--- config.mk ---
export PLATFORM = sky130hd
export DESIGN_NAME = serial_add_ctrl
export DESIGN_NICKNAME = d
export VERILOG_FILES = /design/src/rtl/serial_add_pkg.sv /design/src/rtl/serial_add_ctrl_fa_ha.sv /design/src/rtl/serial_add_ctrl.sv
export SDC_FILE = /design/constraint.sdc
export NUM_CORES = 1
export LEC_CHECK = 0
export ABC_CLOCK_PERIOD_IN_PS = 1630
export CAP_MARGIN = 25
export CORE_ASPECT_RATIO = 1.5
export CORE_MARGIN = 2
export CORE_UTILIZATION = 45
export CTS_CLUSTER_SIZE = 16
export DETAILED_ROUTE_END_ITERATION = 7
export PLACE_DENSITY = 0.76
export SYNTH_ARGS = -nofsm -noshare
export SYNTH_HDL_FRONTEND = slang
export SYNTH_SLANG_ARGS = --single-unit
--- constraint.sdc ---
create_clock -name clk -period 1.63 [get_ports clk]
set_input_delay 0.326 -clock clk [delete_from_list [all_inputs] [get_ports clk]]
set_output_delay 0.326 -clock clk [all_outputs]
set_load 0.02 [all_outputs]
--- src/rtl/serial_add_pkg.sv ---
// Shared types and constants for the bit-serial adder sequencer.
// Holds the controller state encoding and the default operand width.
package serial_add_pkg;

   localparam int DEF_WIDTH = 8;

   typedef enum logic [1:0] {
      S_IDLE = 2'd0,
      S_RUN  = 2'd1,
      S_DONE = 2'd2
   } state_e;

endpackage

--- src/rtl/serial_add_ctrl_fa_ha.sv ---
// Structural 1-bit full adder built from two half adders.
// Ports: a, b, cin in; s (sum bit), co (carry out) out.
module fa_ha (
   input  logic a,
   input  logic b,
   input  logic cin,
   output logic s,
   output logic co
);

   logic hs;
   logic hc0;
   logic hc1;

   xor u_x0 (hs, a, b);
   and u_a0 (hc0, a, b);
   xor u_x1 (s, hs, cin);
   and u_a1 (hc1, hs, cin);
   or  u_o0 (co, hc0, hc1);

endmodule

--- src/rtl/serial_add_ctrl.sv ---
// Bit-serial adder sequencer: one fa_ha cell walks WIDTH-bit operands
// LSB first, one bit per clock, between two valid/ready handshakes.
// Ports: clk, rst (async, active-high);
//   start_valid/start_ready with a, b, cin (operand request);
//   res_valid/res_ready with sum, cout, ovf (result); busy (RUN or DONE).
module serial_add_ctrl
   import serial_add_pkg::*;
#(
   parameter  int WIDTH = DEF_WIDTH,
   localparam int CNT_W = $clog2(WIDTH)
) (
   input  logic             clk,
   input  logic             rst,
   input  logic             start_valid,
   output logic             start_ready,
   input  logic [WIDTH-1:0] a,
   input  logic [WIDTH-1:0] b,
   input  logic             cin,
   output logic             res_valid,
   input  logic             res_ready,
   output logic [WIDTH-1:0] sum,
   output logic             cout,
   output logic             ovf,
   output logic             busy
);

   state_e           state_q, state_d;
   logic [WIDTH-1:0] a_sh_q, a_sh_d;
   logic [WIDTH-1:0] b_sh_q, b_sh_d;
   logic [WIDTH-1:0] sum_sh_q, sum_sh_d;
   logic [CNT_W-1:0] count_q, count_d;
   logic             carry_q, carry_d;
   logic             cim_q, cim_d;
   logic             cout_q, cout_d;
   logic             ovf_q, ovf_d;

   logic fa_s;
   logic fa_co;

   fa_ha u_fa (
      .a   (a_sh_q[0]),
      .b   (b_sh_q[0]),
      .cin (carry_q),
      .s   (fa_s),
      .co  (fa_co)
   );

   always_comb begin
      state_d  = state_q;
      a_sh_d   = a_sh_q;
      b_sh_d   = b_sh_q;
      sum_sh_d = sum_sh_q;
      count_d  = count_q;
      carry_d  = carry_q;
      cim_d    = cim_q;
      cout_d   = cout_q;
      ovf_d    = ovf_q;
      case (state_q)
         S_IDLE: begin
            if (start_valid) begin
               a_sh_d  = a;
               b_sh_d  = b;
               carry_d = cin;
               count_d = '0;
               state_d = S_RUN;
            end
         end
         S_RUN: begin
            sum_sh_d = {fa_s, sum_sh_q[WIDTH-1:1]};
            a_sh_d   = a_sh_q >> 1;
            b_sh_d   = b_sh_q >> 1;
            carry_d  = fa_co;
            count_d  = count_q + CNT_W'(1);
            // carry out of bit WIDTH-2 is the carry into the MSB
            if (count_q == CNT_W'(WIDTH - 2))
               cim_d = fa_co;
            if (count_q == CNT_W'(WIDTH - 1)) begin
               cout_d  = fa_co;
               ovf_d   = cim_q ^ fa_co;
               count_d = count_q;
               state_d = S_DONE;
            end
         end
         S_DONE: begin
            if (res_ready)
               state_d = S_IDLE;
         end
         default: state_d = S_IDLE;
      endcase
   end

   always_ff @(posedge clk or posedge rst) begin
      if (rst) begin
         state_q  <= S_IDLE;
         a_sh_q   <= '0;
         b_sh_q   <= '0;
         sum_sh_q <= '0;
         count_q  <= '0;
         carry_q  <= 1'b0;
         cim_q    <= 1'b0;
         cout_q   <= 1'b0;
         ovf_q    <= 1'b0;
      end else begin
         state_q  <= state_d;
         a_sh_q   <= a_sh_d;
         b_sh_q   <= b_sh_d;
         sum_sh_q <= sum_sh_d;
         count_q  <= count_d;
         carry_q  <= carry_d;
         cim_q    <= cim_d;
         cout_q   <= cout_d;
         ovf_q    <= ovf_d;
      end
   end

   assign start_ready = (state_q == S_IDLE);
   assign res_valid   = (state_q == S_DONE);
   assign busy        = (state_q == S_RUN) || (state_q == S_DONE);
   assign sum         = sum_sh_q;
   assign cout        = cout_q;
   assign ovf         = ovf_q;

endmodule

After elaboration in Yosys (flattened, before gate mapping). Cells that the tools add are included.

Word-level logic and storage cells: 45. Output and inout bits: 13. Register bits after elaboration: 33. Input bits: 21.

Bitwise logic cells: 6. Equality and inequality tests: 8. Reductions and logical operators: 8. Multiplexer cells: 13. Add/subtract/negate cells: 1.

Operators by type and width (number): 8-bit one-hot mux with 2 select lines (2); 8-bit 2-to-1 mux (2); 3-bit equality test (second input constant) (2); 2-bit 2-to-1 mux (3); 3-bit 2-to-1 mux (2); 2-bit inequality test (second input constant) (3); 2-bit one-hot mux with 3 select lines (1); 3-bit one-hot mux with 2 select lines (1); 2-bit AND reduction (3); 3-bit AND reduction (2); 3-bit by 1-bit adder with 3-bit output (second input constant) (1); 1-bit bitwise XOR (3); 1-bit bitwise AND (2); 2-bit by 1-bit equality test with 1-bit output (second input constant) (1); 2-bit equality test (second input constant) (1); 2-bit logical NOT (1); 2-bit by 1-bit inequality test with 1-bit output (second input constant) (1); 1-bit one-hot mux with 2 select lines (1); 2-bit nonzero test (1); 1-bit logical OR (1); 1-bit 2-to-1 mux (1); 1-bit bitwise OR (1).

Longest topological paths before layout.
Depth in word-level cells: 4. Gate-level depth with buffers: 7. Gate-level depth less buffers: 5.

By module. From an unflattened synthesis, not the netlist that was laid out.

Cells, all modules: 136. Area, all modules: 1581.5 um2.

By module, submodules not included: serial_add_ctrl (area an instance 1561.5 um2, seq. area each 825.8 um2, cells an instance 135, instances 1); fa_ha (area an instance 20.0 um2, seq. area each 0.0 um2, cells an instance 1, instances 1).

Least setup slack after synthesis. No wires, ideal clock.

Path kind: register to register. Start point: register state_q[0]. End point: register b_sh_q[0]. Clock period less this slack: 1.639 ns. Arrival: 1.513 ns. Library setup time: 0.126 ns. Setup slack: -0.009 ns. Path buffers: 1. Cell stages (with the launch flop): 6. Data required time: 1.504 ns. Cell sequence: dfrtp_1 -> inv_1 -> ha_1 -> mux2i_2 -> buf_6 -> o21ai_0.

Longest elaborated chain between the ends: 3. Elaborated cells on any way between the ends: 6. Those cells by class: eq/ne: 2; mux: 1; reduce/logical: 3.

Ends and longest elaborated chain: from (decl) (line serial_add_ctrl.sv:27) `state_e state_q, state_d;`; from (signal assigned) (line serial_add_ctrl.sv:104) `state_q <= state_d;`; 2-bit logical NOT *; named net start_ready (line serial_add_ctrl.sv:15) `output logic start_ready,`; 2-bit inequality test (no line) or 2-bit nonzero test (tied branches); 2-bit AND reduction (no line); to (signal assigned) (line serial_add_ctrl.sv:106) `b_sh_q <= b_sh_d;`; to (decl) (line serial_add_ctrl.sv:29) `logic [WIDTH-1:0] b_sh_q, b_sh_d;`.

The timed path passes the listed nets; every way through them passes the cells marked *. A chain may end at the register's enable or synchronous reset.

Worst setup path after layout.
Start point: register count_q[0]. End point: register state_q[1].

Longest elaborated chain between the ends: 3.

Ends and longest elaborated chain: from (decl) (line serial_add_ctrl.sv:31) `logic [CNT_W-1:0] count_q, count_d;`; from (signal assigned) (line serial_add_ctrl.sv:108) `count_q <= count_d;`; 3-bit equality test (line serial_add_ctrl.sv:77) `if (count_q == CNT_W'(WIDTH - 1)) begin`; 2-bit inequality test (no line); 3-bit AND reduction (no line).

Every way passes these cells.

==> metrics <==
pwr dens=2058 mW/mm^2; TNS Setup=0 ns; # clock sinks=33; outcome=finished clean; Ant. Diodes=0; post-route design area=0.002166 sq mm; GRT Residual Overflow=0; sequential cell area fraction in the yosys report=51.36%; Placed Cells incl. Taps=217; overall power=4.458 mW; worst hold path type=input port to async pin; pre-CTS setup slack=-0.07935 ns; final hold violation count=0; Mapped Nets=167; clock buffer depth=2; fillcell total=295; Slew Limit Fails=0; Area Overhead vs Synth=34.71%; syn_area_per_cell=11.65 sq um; DRC Markers=0; DP Area=0.002026 sq mm; Die X-Extent=52.81 microns; Worst-Skew Late Latency=0.28 ns; largest net degree at the start of global routing=35; worst-margin pin slew=0.4192 ns; DP Wirelength=2324 microns; chip height=77.21 microns; CORE AREA=0.003416 sq mm; Final Hold Slack=0.4382 ns; Mapped Cells=138; Layout Nets=214; Unique masters post-synth=24; PortBufs=33; Ports=34; CTS tree=yes; initial antenna violation count=0; Worst EP arrival=1.75 ns; internal power=2.767 mW; Via Count=1189; vias in the first global route=1236; R2R setup slack=0.04 ns; kind of critical path=register to register; Layout Utilization=63.41%; Rows=26; startpoint types=register; first-pass GRT wire length=5595 microns; max_cap viols=0; Clock Tree Root=clkbuf_8; synthesized area=0.001608 sq mm; Num CTS Buffers=5; Final Skew=0.006321 ns; via/cell ratio=5.238; routed len/inst=14.91 microns; Clock transition at path regs=0.06 ns; H-tree levels=2; Tcrit/Tclk final=97.52%; Slew HR=72.05%; R2R depth=5; clock share of power=13.7%; crit-path max FO=7; Starting Density=47.07%; Syn. warnings=0; final setup vio count=0; CP required=1.79 ns; Global Route Usage Sum=18.91%; share of cells above drive strength 1=21.62%; switching share of power=37.92%; P_sw=1.690 mW; CP Capture Type=register; Logic pwr share=53.9%; DR pass1 iterations=4; post-layout min period=1.590 ns; Max Freq=629.1 MHz; Worst R2R Start=count_q[0]; Seq pwr share=32.5%; Placer Congestion=0.8398; final cell count without fillers=227; setup slack after layout=0.04035 ns; number of synthesized register bits=33; die area=0.004077 sq mm; leak pwr=1.006 nW; Antenna Nets Post-Route=0; maximum vdd drop=0.001288 V; Initial DRC Count=22; RR Endpoint=state_q[1]; WL final=3385 microns
## final cells by class
class / instances / area (sq um) / share of cell area, %
tap: 42 / 52.55 / 2.426
inverter: 6 / 22.52 / 1.040
sequential: 33 / 825.8 / 38.13
multi-input combinational: 93 / 733.2 / 33.85
clock buffer: 7 / 86.33 / 3.986
timing repair buffer: 46 / 445.4 / 20.57
## cell families (layout without fill, tap and decap cells)
| kind of cell | count (synthesis) | after routing | synth area share (%) |
|---|---|---|---|
| simple gates | 29 | 29 | 8.405 |
| flops | 33 | 33 | 51.36 |
| mux | 29 | 29 | 19.22 |
| compound gates | 26 | 26 | 8.949 |
| xor+xnor | 1 | 1 | 0.5448 |
| buf+inv | 12 | 59 | 4.825 |
| fa+ha+maj | 8 | 8 | 6.692 |
## state kept, by name (all words and copies together), names as in the netlist
register  count
a_sh_q        8
b_sh_q        8
sum           8
count_q       3
state_q       2
carry_q       1
cim_q         1
cout          1
ovf           1
## critical path: stages (launching register included)
cell and delay (ns):
dfrtp_1 0.39, ha_1 0.22, ha_1 0.20, and2b_4 0.31
nor3_4 0.06, mux2_4 0.30
## layout by cell type, fill, tap and decap left out, types with 3 or more instances in the layout
cell type,netlist,routed
dfrtp_1,33,33
clkdlybuf4s50_1,0,27
nand2_1,20,20
mux2i_1,16,16
o21ai_0,16,15
mux2_2,12,10
buf_4,0,10
clkbuf_8,0,6
o21ai_1,4,5
inv_1,6,5
ha_1,7,5
nand3_1,3,3
dlymetal6s2s_1,0,3
## power by group through the flow
stage	sequential (mW)	clock [mW]	combinational, mW
global route	1.51	0.658	2.63
global placement	1.45	0	2.14
floorplan	1.57	0	1.42
finish	1.45	0.609	2.40
detailed placement	1.48	0	2.24
CTS	1.46	0.629	2.29
## synthesized netlist by cell type
cell type | number | area share [%]
a21oi_1 | 1 | 0.31
a22oi_1 | 2 | 0.93
and2_0 | 1 | 0.39
and2b_2 | 1 | 0.54
and2b_4 | 1 | 0.62
buf_2 | 2 | 0.62
buf_6 | 4 | 2.8
dfrtp_1 | 33 | 51
fa_1 | 1 | 1.2
ha_1 | 7 | 5.4
inv_1 | 6 | 1.4
mux2_2 | 12 | 8.4
mux2i_1 | 16 | 10
mux2i_2 | 1 | 0.86
nand2_1 | 20 | 4.7
nand3_1 | 3 | 0.93
nor2_1 | 1 | 0.23
nor2b_1 | 1 | 0.39
nor3_2 | 1 | 0.62
o211ai_1 | 2 | 0.93
o21ai_0 | 16 | 5.0
o21ai_1 | 4 | 1.2
o221ai_1 | 1 | 0.54
xnor2_1 | 1 | 0.54
## worst max-delay path by stage
stage	cells after the start	from	slack, ns	end
floorplan	5	state_q[0]	0.07	state_q[0]
global placement	4	start_valid	-0.02	state_q[1]
detailed placement	4	start_valid	-0.08	state_q[1]
CTS	1	sum[7]	0.003	sum[7]
global route	6	state_q[0]	-0.01	state_q[0]
finish	5	count_q[0]	0.04	state_q[1]
## routing by layer
metal / wire length [microns] / global-route usage [%] / share of wire, % / vias up
met5: 0 / 0 / 0 / -
met4: 106 / 8.718 / 3.1 / 0
met3: 184 / 6.226 / 5.4 / 12
met2: 1820 / 31.87 / 54 / 33
met1: 1273 / 20.70 / 38 / 574
li1: - / - / - / 570
## timing repair
item | CTS | global route
setup buffers | 2 | 1
gates resized for setup | 9 | 13
setup endpoints to repair | 5 | 11
pin swaps | 1 | 1
hold buffers | 0 | 0
No activity file was read; power rests on OpenSTA's default activity.
